`config.mk`:
```
export PLATFORM = sky130hd
export DESIGN_NAME = cdc_bus_rx_ctrl
export DESIGN_NICKNAME = d
export VERILOG_FILES = /design/src/rtl/cdc_rx_pkg.sv /design/src/rtl/cdc_rx_flag_sync.sv /design/src/rtl/cdc_bus_rx_ctrl.sv
export SDC_FILE = /design/constraint.sdc
export NUM_CORES = 1
export LEC_CHECK = 0
export BUFFER_PORTS_ARGS = -buffer_cell sky130_fd_sc_hd__buf_2
export CORE_AREA = 2 2 77 79
export DETAILED_ROUTE_END_ITERATION = 16
export DIE_AREA = 0 0 79 81
export PLACE_DENSITY = 0.78
export SYNTH_ARGS = -nofsm -noshare
export SYNTH_HDL_FRONTEND = slang
export SYNTH_HIERARCHICAL = 1
export SYNTH_SLANG_ARGS = --single-unit
```
`constraint.sdc`:
```
create_clock -name clk -period 2.5 [get_ports clk]
set_clock_uncertainty 0.15 [all_clocks]
set_input_delay 0.5 -clock clk [delete_from_list [all_inputs] [get_ports clk]]
set_output_delay 0.5 -clock clk [all_outputs]
set_load 0.02 [all_outputs]
```
`src/rtl/cdc_rx_pkg.sv`:
```
// Shared definitions for the cdc_bus_rx_ctrl receive-side crossing controller.
// The optional stability check is enabled with CDC_RX_STABILITY_CHECK_EN.
package cdc_rx_pkg;

    typedef enum logic [1:0] {
        IDLE   = 2'd0,
        SETTLE = 2'd1,
        HOLD   = 2'd2,
        ACK    = 2'd3
    } rx_state_e;

    localparam int SYNC_STAGES_MIN   = 2;
    localparam int SYNC_STAGES_MAX   = 4;
    localparam int SETTLE_CYCLES_MIN = 1;
    localparam int SETTLE_CYCLES_MAX = 15;

    localparam int ERR_CNT_W    = 8;
    localparam int SETTLE_CNT_W = $clog2(SETTLE_CYCLES_MAX + 1);

    // Saturating increment: holds at all-ones instead of wrapping.
    function automatic logic [ERR_CNT_W-1:0] err_cnt_inc(input logic [ERR_CNT_W-1:0] cnt);
        logic [ERR_CNT_W-1:0] res;
        if (cnt == {ERR_CNT_W{1'b1}}) begin
            res = cnt;
        end else begin
            res = cnt + {{(ERR_CNT_W-1){1'b0}}, 1'b1};
        end
        return res;
    endfunction

endpackage

```
`src/rtl/cdc_rx_flag_sync.sv`:
```
// Multi-stage 1-bit level synchronizer with asynchronous active-low reset.
// Chain flops are marked so tools keep them distinct, unshared and out of SRLs.
module cdc_rx_flag_sync
    import cdc_rx_pkg::*;
#(
    parameter int STAGES = 2
) (
    input  logic clk,
    input  logic rst_n,
    input  logic d_i,
    output logic q_o
);

    (* ASYNC_REG = "TRUE", dont_touch = "true", keep = "true", shreg_extract = "no" *)
    logic [STAGES-1:0] sync_q;

    // Shift the asynchronous level through the synchronizer chain.
    always_ff @(posedge clk or negedge rst_n) begin
        if (!rst_n) begin
            sync_q <= {STAGES{1'b0}};
        end else begin
            sync_q <= {sync_q[STAGES-2:0], d_i};
        end
    end

    assign q_o = sync_q[STAGES-1];

endmodule

```
`src/rtl/cdc_bus_rx_ctrl.sv`:
```
// Receive-side 4-phase req/ack bus crossing controller into the clk domain.
// Define CDC_RX_STABILITY_CHECK_EN to require consecutive identical samples before capture.
module cdc_bus_rx_ctrl
    import cdc_rx_pkg::*;
#(
    parameter int WIDTH         = 32,
    parameter int SYNC_STAGES   = 2,
    parameter int SETTLE_CYCLES = 2
) (
    input  logic                 clk,
    input  logic                 rst_n,
    input  logic                 src_req,
    input  logic [WIDTH-1:0]     src_data,
    output logic                 dst_ack,
    output logic                 out_valid,
    input  logic                 out_ready,
    output logic [WIDTH-1:0]     out_data,
    output logic                 busy,
    output logic [ERR_CNT_W-1:0] err_cnt
);

    // Out-of-range parameters are clamped into the supported range.
    localparam int SYNC_N = (SYNC_STAGES < SYNC_STAGES_MIN) ? SYNC_STAGES_MIN :
                            (SYNC_STAGES > SYNC_STAGES_MAX) ? SYNC_STAGES_MAX : SYNC_STAGES;
    localparam int SETTLE_N = (SETTLE_CYCLES < SETTLE_CYCLES_MIN) ? SETTLE_CYCLES_MIN :
                              (SETTLE_CYCLES > SETTLE_CYCLES_MAX) ? SETTLE_CYCLES_MAX : SETTLE_CYCLES;
    localparam logic [SETTLE_CNT_W-1:0] CNT_LOAD = SETTLE_CNT_W'(SETTLE_N - 1);

    logic                    req_s;
    rx_state_e               state_q, state_d;
    logic [SETTLE_CNT_W-1:0] cnt_q, cnt_d;
    logic                    out_valid_q, out_valid_d;
    logic [WIDTH-1:0]        out_data_q, out_data_d;
    logic                    dst_ack_q, dst_ack_d;
    logic                    busy_q;

    // Source data crosses unsynchronized; timing is false-pathed and it is only consumed once settled.
    (* keep = "true", dont_touch = "true" *)
    logic [WIDTH-1:0]        data_q;

    cdc_rx_flag_sync #(
        .STAGES (SYNC_N)
    ) u_req_sync (
        .clk   (clk),
        .rst_n (rst_n),
        .d_i   (src_req),
        .q_o   (req_s)
    );

    // Free-running capture of the source bus.
    always_ff @(posedge clk or negedge rst_n) begin
        if (!rst_n) begin
            data_q <= {WIDTH{1'b0}};
        end else begin
            data_q <= src_data;
        end
    end

`ifdef CDC_RX_STABILITY_CHECK_EN
    logic [WIDTH-1:0]     data_prev_q;
    logic [ERR_CNT_W-1:0] err_cnt_q, err_cnt_d;

    // Previous sample and restart counter for the stability compare.
    always_ff @(posedge clk or negedge rst_n) begin
        if (!rst_n) begin
            data_prev_q <= {WIDTH{1'b0}};
            err_cnt_q   <= {ERR_CNT_W{1'b0}};
        end else begin
            data_prev_q <= data_q;
            err_cnt_q   <= err_cnt_d;
        end
    end

    assign err_cnt = err_cnt_q;
`else
    assign err_cnt = {ERR_CNT_W{1'b0}};
`endif

    // Next-state and output logic of the handshake FSM.
    always_comb begin
        state_d     = state_q;
        cnt_d       = cnt_q;
        out_valid_d = out_valid_q;
        out_data_d  = out_data_q;
        dst_ack_d   = dst_ack_q;
`ifdef CDC_RX_STABILITY_CHECK_EN
        err_cnt_d   = err_cnt_q;
`endif
        case (state_q)
            IDLE: begin
                if (req_s) begin
                    cnt_d   = CNT_LOAD;
                    state_d = SETTLE;
                end else begin
                    state_d = IDLE;
                end
            end
            SETTLE: begin
                // A request withdrawn before capture is a protocol violation: drop it silently.
                if (!req_s) begin
                    state_d = IDLE;
                end else
`ifdef CDC_RX_STABILITY_CHECK_EN
                if (data_q != data_prev_q) begin
                    cnt_d     = CNT_LOAD;
                    err_cnt_d = err_cnt_inc(err_cnt_q);
                end else
`endif
                if (cnt_q == {SETTLE_CNT_W{1'b0}}) begin
                    out_data_d  = data_q;
                    out_valid_d = 1'b1;
                    state_d     = HOLD;
                end else begin
                    cnt_d = cnt_q - {{(SETTLE_CNT_W-1){1'b0}}, 1'b1};
                end
            end
            HOLD: begin
                if (out_ready) begin
                    out_valid_d = 1'b0;
                    dst_ack_d   = 1'b1;
                    state_d     = ACK;
                end else begin
                    out_valid_d = 1'b1;
                end
            end
            ACK: begin
                if (!req_s) begin
                    dst_ack_d = 1'b0;
                    state_d   = IDLE;
                end else begin
                    dst_ack_d = 1'b1;
                end
            end
            default: begin
                out_valid_d = 1'b0;
                dst_ack_d   = 1'b0;
                state_d     = IDLE;
            end
        endcase
    end

    // FSM state and registered outputs.
    always_ff @(posedge clk or negedge rst_n) begin
        if (!rst_n) begin
            state_q     <= IDLE;
            cnt_q       <= {SETTLE_CNT_W{1'b0}};
            out_valid_q <= 1'b0;
            out_data_q  <= {WIDTH{1'b0}};
            dst_ack_q   <= 1'b0;
            busy_q      <= 1'b0;
        end else begin
            state_q     <= state_d;
            cnt_q       <= cnt_d;
            out_valid_q <= out_valid_d;
            out_data_q  <= out_data_d;
            dst_ack_q   <= dst_ack_d;
            busy_q      <= (state_d != IDLE);
        end
    end

    assign dst_ack   = dst_ack_q;
    assign out_valid = out_valid_q;
    assign out_data  = out_data_q;
    assign busy      = busy_q;

endmodule
```
==> flow_summary.toml, run 1 <==
[clock_network]
path_clk_slew_ns = 0.07
htree_levels = 3
clk_path_buf_depth = 2
clock_latency_ns = 0.34
cts_buffers = 9
hold_buffers = 0
cts_tree = "done"
cts_sinks = 75
cts_root_buf = "clkbuf_8"
cts_resized = 0
cts_setup_buffers = 0

[place]
gp_congestion = 0.8434
dp_hpwl_um = 3114
numPortBuffers = 70

[critical_path]
path_class = "reg -> reg"
critPathRequiredTime_ns = 2.57
crit_path_end_kind = "flip-flop"
cp-start-kind = "flip-flop"
arrival_ns = 2.27
cp_max_fo = 19

[detailed_routing]
drc = 0
wl_met2_um = 2011
dr_total_vias = 1468
vias_per_cell = 4.616
totalWireLength_um = 4518
met1Wirelength_um = 2098
ant_nets = 0
highest_layer = "met4"
wl_met3_um = 339
routedWlPerCell_um = 14.21
drt_iter0_drc = 44
drtPass1Iterations = 4

[power]
p_int_mw = 2.734
pwr-share-comb_pct = 32.1
p_per_area_nw_per_um2 = 1207
finalPower_mw = 4.020
max-vdd-ir-drop_mv = 0.5698
p_leak_nw = 1.640
swShare_pct = 32.00
power_frac_seq_pct = 43.5
switching_power_mw = 1.286
clkPwrFrac_pct = 24.4

[floorplan]
start_util_pct = 48.15
die_area_um2 = 6399
ios = 79
rows = 28
die_h_um = 81
floorplan.die.width_um = 79
core_area_um2 = 5675

[finish]
antenna_cells = 0
drive_gt1_share_pct = 49.79
syn_to_final_growth_pct = 21.84
final_nets = 276

[sta]
rsz0062_at_grt = "false"
setup_tns_ns = 0
post-route-min-period_ns = 2.200
worstMarginPinSlew_ns = 0.5807
period_share_pct = 88.01
max_freq_ghz = 0.4545
hold_viol_final = 0
setup_viol = 0
slew_headroom_pct = 61.28
maxSlewViolCount = 0

[logic_synthesis]
synth_area_um2 = 2733
ys_warn_count = 6
syn_inst = 160
syn_avg_cell_area_um2 = 17.08

[grt]
grt_pass1_wl_um = 7203
gr-total-overflow = 0
grt_max_degree = 47
antenna_found_initial = 0
track_usage_pct = 15.47
grt_pass1_vias = 1475

[hold_path]
min_path_type = "in -> async"

[job]
drv_cap = 0

[outcome]
outcome = "finished clean"
## registers in the layout (all words and copies together), names as in the netlist
name / flops
cnt_q: 4
u_req_sync/sync_q: 2
busy: 1
out_valid: 1
data_q: 32
dst_ack: 1
out_data: 32
state_q: 2
## worst paths after layout
check,end,slack (ns),startpoint,cells past startpoint
setup / recovery,out_data[31],0.30,cnt_q[0],6
hold / removal,data_q[16],0.02,rst_n,1
setup reg to reg,out_data[31],0.30,cnt_q[0],6
hold reg to reg,u_req_sync/sync_q[1],0.20,u_req_sync/sync_q[0],0
max in group asynchronous,out_data[10],1.62,rst_n,2
min in group clk,data_q[4],0.11,src_data[4],1
## power groups by stage
stage	clock, mW	combinational (mW)	sequential, mW
floorplan	0	0.607	2.06
global placement	0	1.27	1.76
detailed placement	0	1.30	1.77
CTS	1.01	1.31	1.76
global route	1.07	1.39	1.79
finish	0.980	1.29	1.75
## critical path, cell delays in order, from the launching register on
cell,delay [ns]
dfrtp_1,0.41
inv_1,0.09
ha_1,0.16
nor3b_2,0.27
and3_2,0.42
buf_12,0.23
mux2_2,0.35
## metrics by stage
stage	util [%]	hold slack [ns]	setup WS, ns	cells	cell area [um2]
2_1_floorplan	-	0.05441	0.6605	167	2759
3_3_place_gp	54.96	0.1829	0.4243	302	3119
3_5_place_dp	54.96	0.1870	0.3118	302	3119
4_1_cts	58.66	0.01448	0.2912	318	3329
5_1_grt	58.66	0.03727	0.1664	318	3329
6_report	58.66	0.01641	0.2999	318	3329
## cells in the final DEF (no fill, tap or decap), drive strengths merged, types with 2 or more instances in the layout
master	instances
dfrtp	75
buf	73
mux2	32
clkbuf	12
conb	8
inv	4
nor2	4
a21oi	4
nand2	3
nor2b	3
or2b	2
nand2b	2
ha	2
clkinvlp	2
bufinv	2
## layer usage
metal	vias to the layer above	global-route usage (%)
met5	-	0
met4	0	5.690
met3	9	6.222
met2	59	22.37
met1	719	21.19
li1	681	-
## cell type report
type,instances,area [um2]
fill,481,2346
sequential,75,1877
multi-input combinational,75,733.2
timing repair buffer,73,400.4
clock buffer,12,135.1
tap,75,93.84
clock inverter,4,75.07
inverter,4,15.01
Power figures use the tool's default switching activity.
==> run 2, diff against run 1 <==
- CELL_PAD_IN_SITES_DETAIL_PLACEMENT: unset -> 2
- CELL_PAD_IN_SITES_GLOBAL_PLACEMENT: unset -> 2
- CORE_AREA: 2 2 77 79 -> 2 2 90 92
- CTS_BUF_LIST: unset -> sky130_fd_sc_hd__clkbuf_2
- DIE_AREA: 0 0 79 81 -> 0 0 92 94
- PLACE_DENSITY: 0.78 -> 0.8
==> run 2 against run 1 <==
  * Critical endpoint is now out_data[30]
  * Cell count up 19%
  * Critical path depth unchanged
  * First-iteration DRC count down 36%
  * Design area up 9.5%
==> flow_summary.toml, run 2 (same netlist as run 1, synthesis figures left out) <==
[power]
power_frac_seq_pct = 44.4
p_per_area_nw_per_um2 = 1085
swShare_pct = 33.51
p_leak_nw = 1.778
p_int_mw = 2.631
pwr-share-comb_pct = 34.5
switching_power_mw = 1.326
max-vdd-ir-drop_mv = 0.4216
finalPower_mw = 3.957
clkPwrFrac_pct = 21.1

[critical_path]
reg2reg_depth = 6
cp-start-kind = "flip-flop"
cpMaxStageDelayCell = "dfrtp_1"
arrival_ns = 2.29
cp_max_fo = 11
crit_path_end_kind = "flip-flop"
path_class = "reg -> reg"
path_cells = "inv_1 -> ha_1 -> nor3b_2 -> and3_2 -> buf_4 -> mux2_2"
worstReg2RegEnd = "out_data[30]"
critPathRequiredTime_ns = 2.72
rr_startpoint = "cnt_q[0]"
max_stage_delay_ns = 0.44
rrSetupSlack_ns = 0.43

[finish]
fillers = 748
antenna_cells = 0
layout_commonest_cell = "dfrtp_1"
drive_gt1_share_pct = 44.40
final_cells = 379
design_area_um2 = 3647
syn_to_final_growth_pct = 33.47
fin_util_pct = 47.94
final_nets = 310
layout_common_cells = "75 x dfrtp_1, 69 x buf_2, 34 x dlygate4sd3_1"

[grt]
grt_max_degree = 58
track_usage_pct = 15.21
antenna_found_initial = 0
gr-total-overflow = 0
grt_pass1_vias = 1941
grt_pass1_wl_um = 9908

[detailed_routing]
drc = 0
totalWireLength_um = 6041
drt_iter0_drc = 28
ant_nets = 0
vias_per_cell = 4.380
drtPass1Iterations = 3
routedWlPerCell_um = 15.94
dr_total_vias = 1660

[sta]
hold_viol_final = 0
rsz0062_at_grt = "false"
period_share_pct = 82.68
setup_viol = 0
max_freq_ghz = 0.4838
whs_ns = 0.1652
post-route-min-period_ns = 2.067
setup_tns_ns = 0
maxSlewViolCount = 0
setup_slack_ns = 0.4331

[clock_network]
cts_buffers = 9
path_clk_slew_ns = 0.19
cts_tree = "done"
cts_resized = 0
cts_root_buf = "clkbuf_2"
htree_levels = 3
clk_path_buf_depth = 2
clock_latency_ns = 0.48
cts_setup_buffers = 0
cts_sinks = 75

[place]
gp_congestion = 0.7781
dp_hpwl_um = 3772
dp_cells = 329
numPortBuffers = 70
place_ws_ns = 0.4534
placed_cell_area_um2 = 3153

[floorplan]
die_area_um2 = 8648
floorplan.die.width_um = 92
rows = 32
die_h_um = 94
core_area_um2 = 7607
start_util_pct = 35.92
ios = 79

[outcome]
outcome = "finished clean"

[hold_path]
hold_start = "out_ready"
min_path_type = "in -> reg"
whs_path_depth = 3
hold_end = "out_valid"

[job]
drv_cap = 0
run 2: worst max-delay path: cells and delay by family (launching register included):
kind | cells | cell delay, ns
flip-flops | 1 | 0.44
adder cells (fa/ha/maj) | 1 | 0.16
buffers and inverters | 2 | 0.32
AND/OR/NAND/NOR | 2 | 0.54
multiplexers | 1 | 0.35
run 2: how the worst max path moves through the flow:
stage	from	end	slack, ns	cells past startpoint
finish	cnt_q[0]	out_data[30]	0.43	6
global route	cnt_q[0]	out_data[30]	0.32	6
CTS	cnt_q[0]	out_data[30]	0.41	6
detailed placement	cnt_q[0]	out_data[30]	0.45	6
global placement	cnt_q[0]	out_data[30]	0.53	6
floorplan	cnt_q[0]	out_data[0]	0.66	7
run 2: per-layer routing:
| layer | track usage, % | vias to the layer above | share of wire (%) | routed length [um] |
|---|---|---|---|---|
| li1 | - | 747 | - | - |
| met1 | 16.77 | 854 | 39 | 2380 |
| met2 | 28.62 | 50 | 55 | 3318 |
| met3 | 3.612 | 9 | 4.2 | 253 |
| met4 | 5.224 | 0 | 1.5 | 89 |
| met5 | 0 | - | 0 | 0 |
run 2: final cells by class:
| cell class | instances | area, um2 | share of cell area, % |
|---|---|---|---|
| sequential | 75 | 1877 | 51.46 |
| tap | 102 | 127.6 | 3.499 |
| inverter | 4 | 15.01 | 0.4117 |
| multi-input combinational | 75 | 733.2 | 20.10 |
| timing repair buffer | 107 | 740.7 | 20.31 |
| clock inverter | 6 | 103.9 | 2.847 |
| clock buffer | 10 | 50.05 | 1.372 |
run 2: power groups by stage:
stage / Clock, mW / Combinational, mW / Sequential [mW]
5_1_grt: 0.912 / 1.47 / 1.81
3_5_place_dp: 0 / 1.33 / 1.78
3_3_place_gp: 0 / 1.28 / 1.77
4_1_cts: 0.859 / 1.38 / 1.76
6_report: 0.836 / 1.36 / 1.76
2_1_floorplan: 0 / 0.607 / 2.06
run 2: what timing repair did:
| action | in CTS | in global routing |
|---|---|---|
| hold buffers | 34 | 0 |
| endpoints found under the hold margin | 51 | 0 |
| setup endpoints to repair | 0 | 0 |
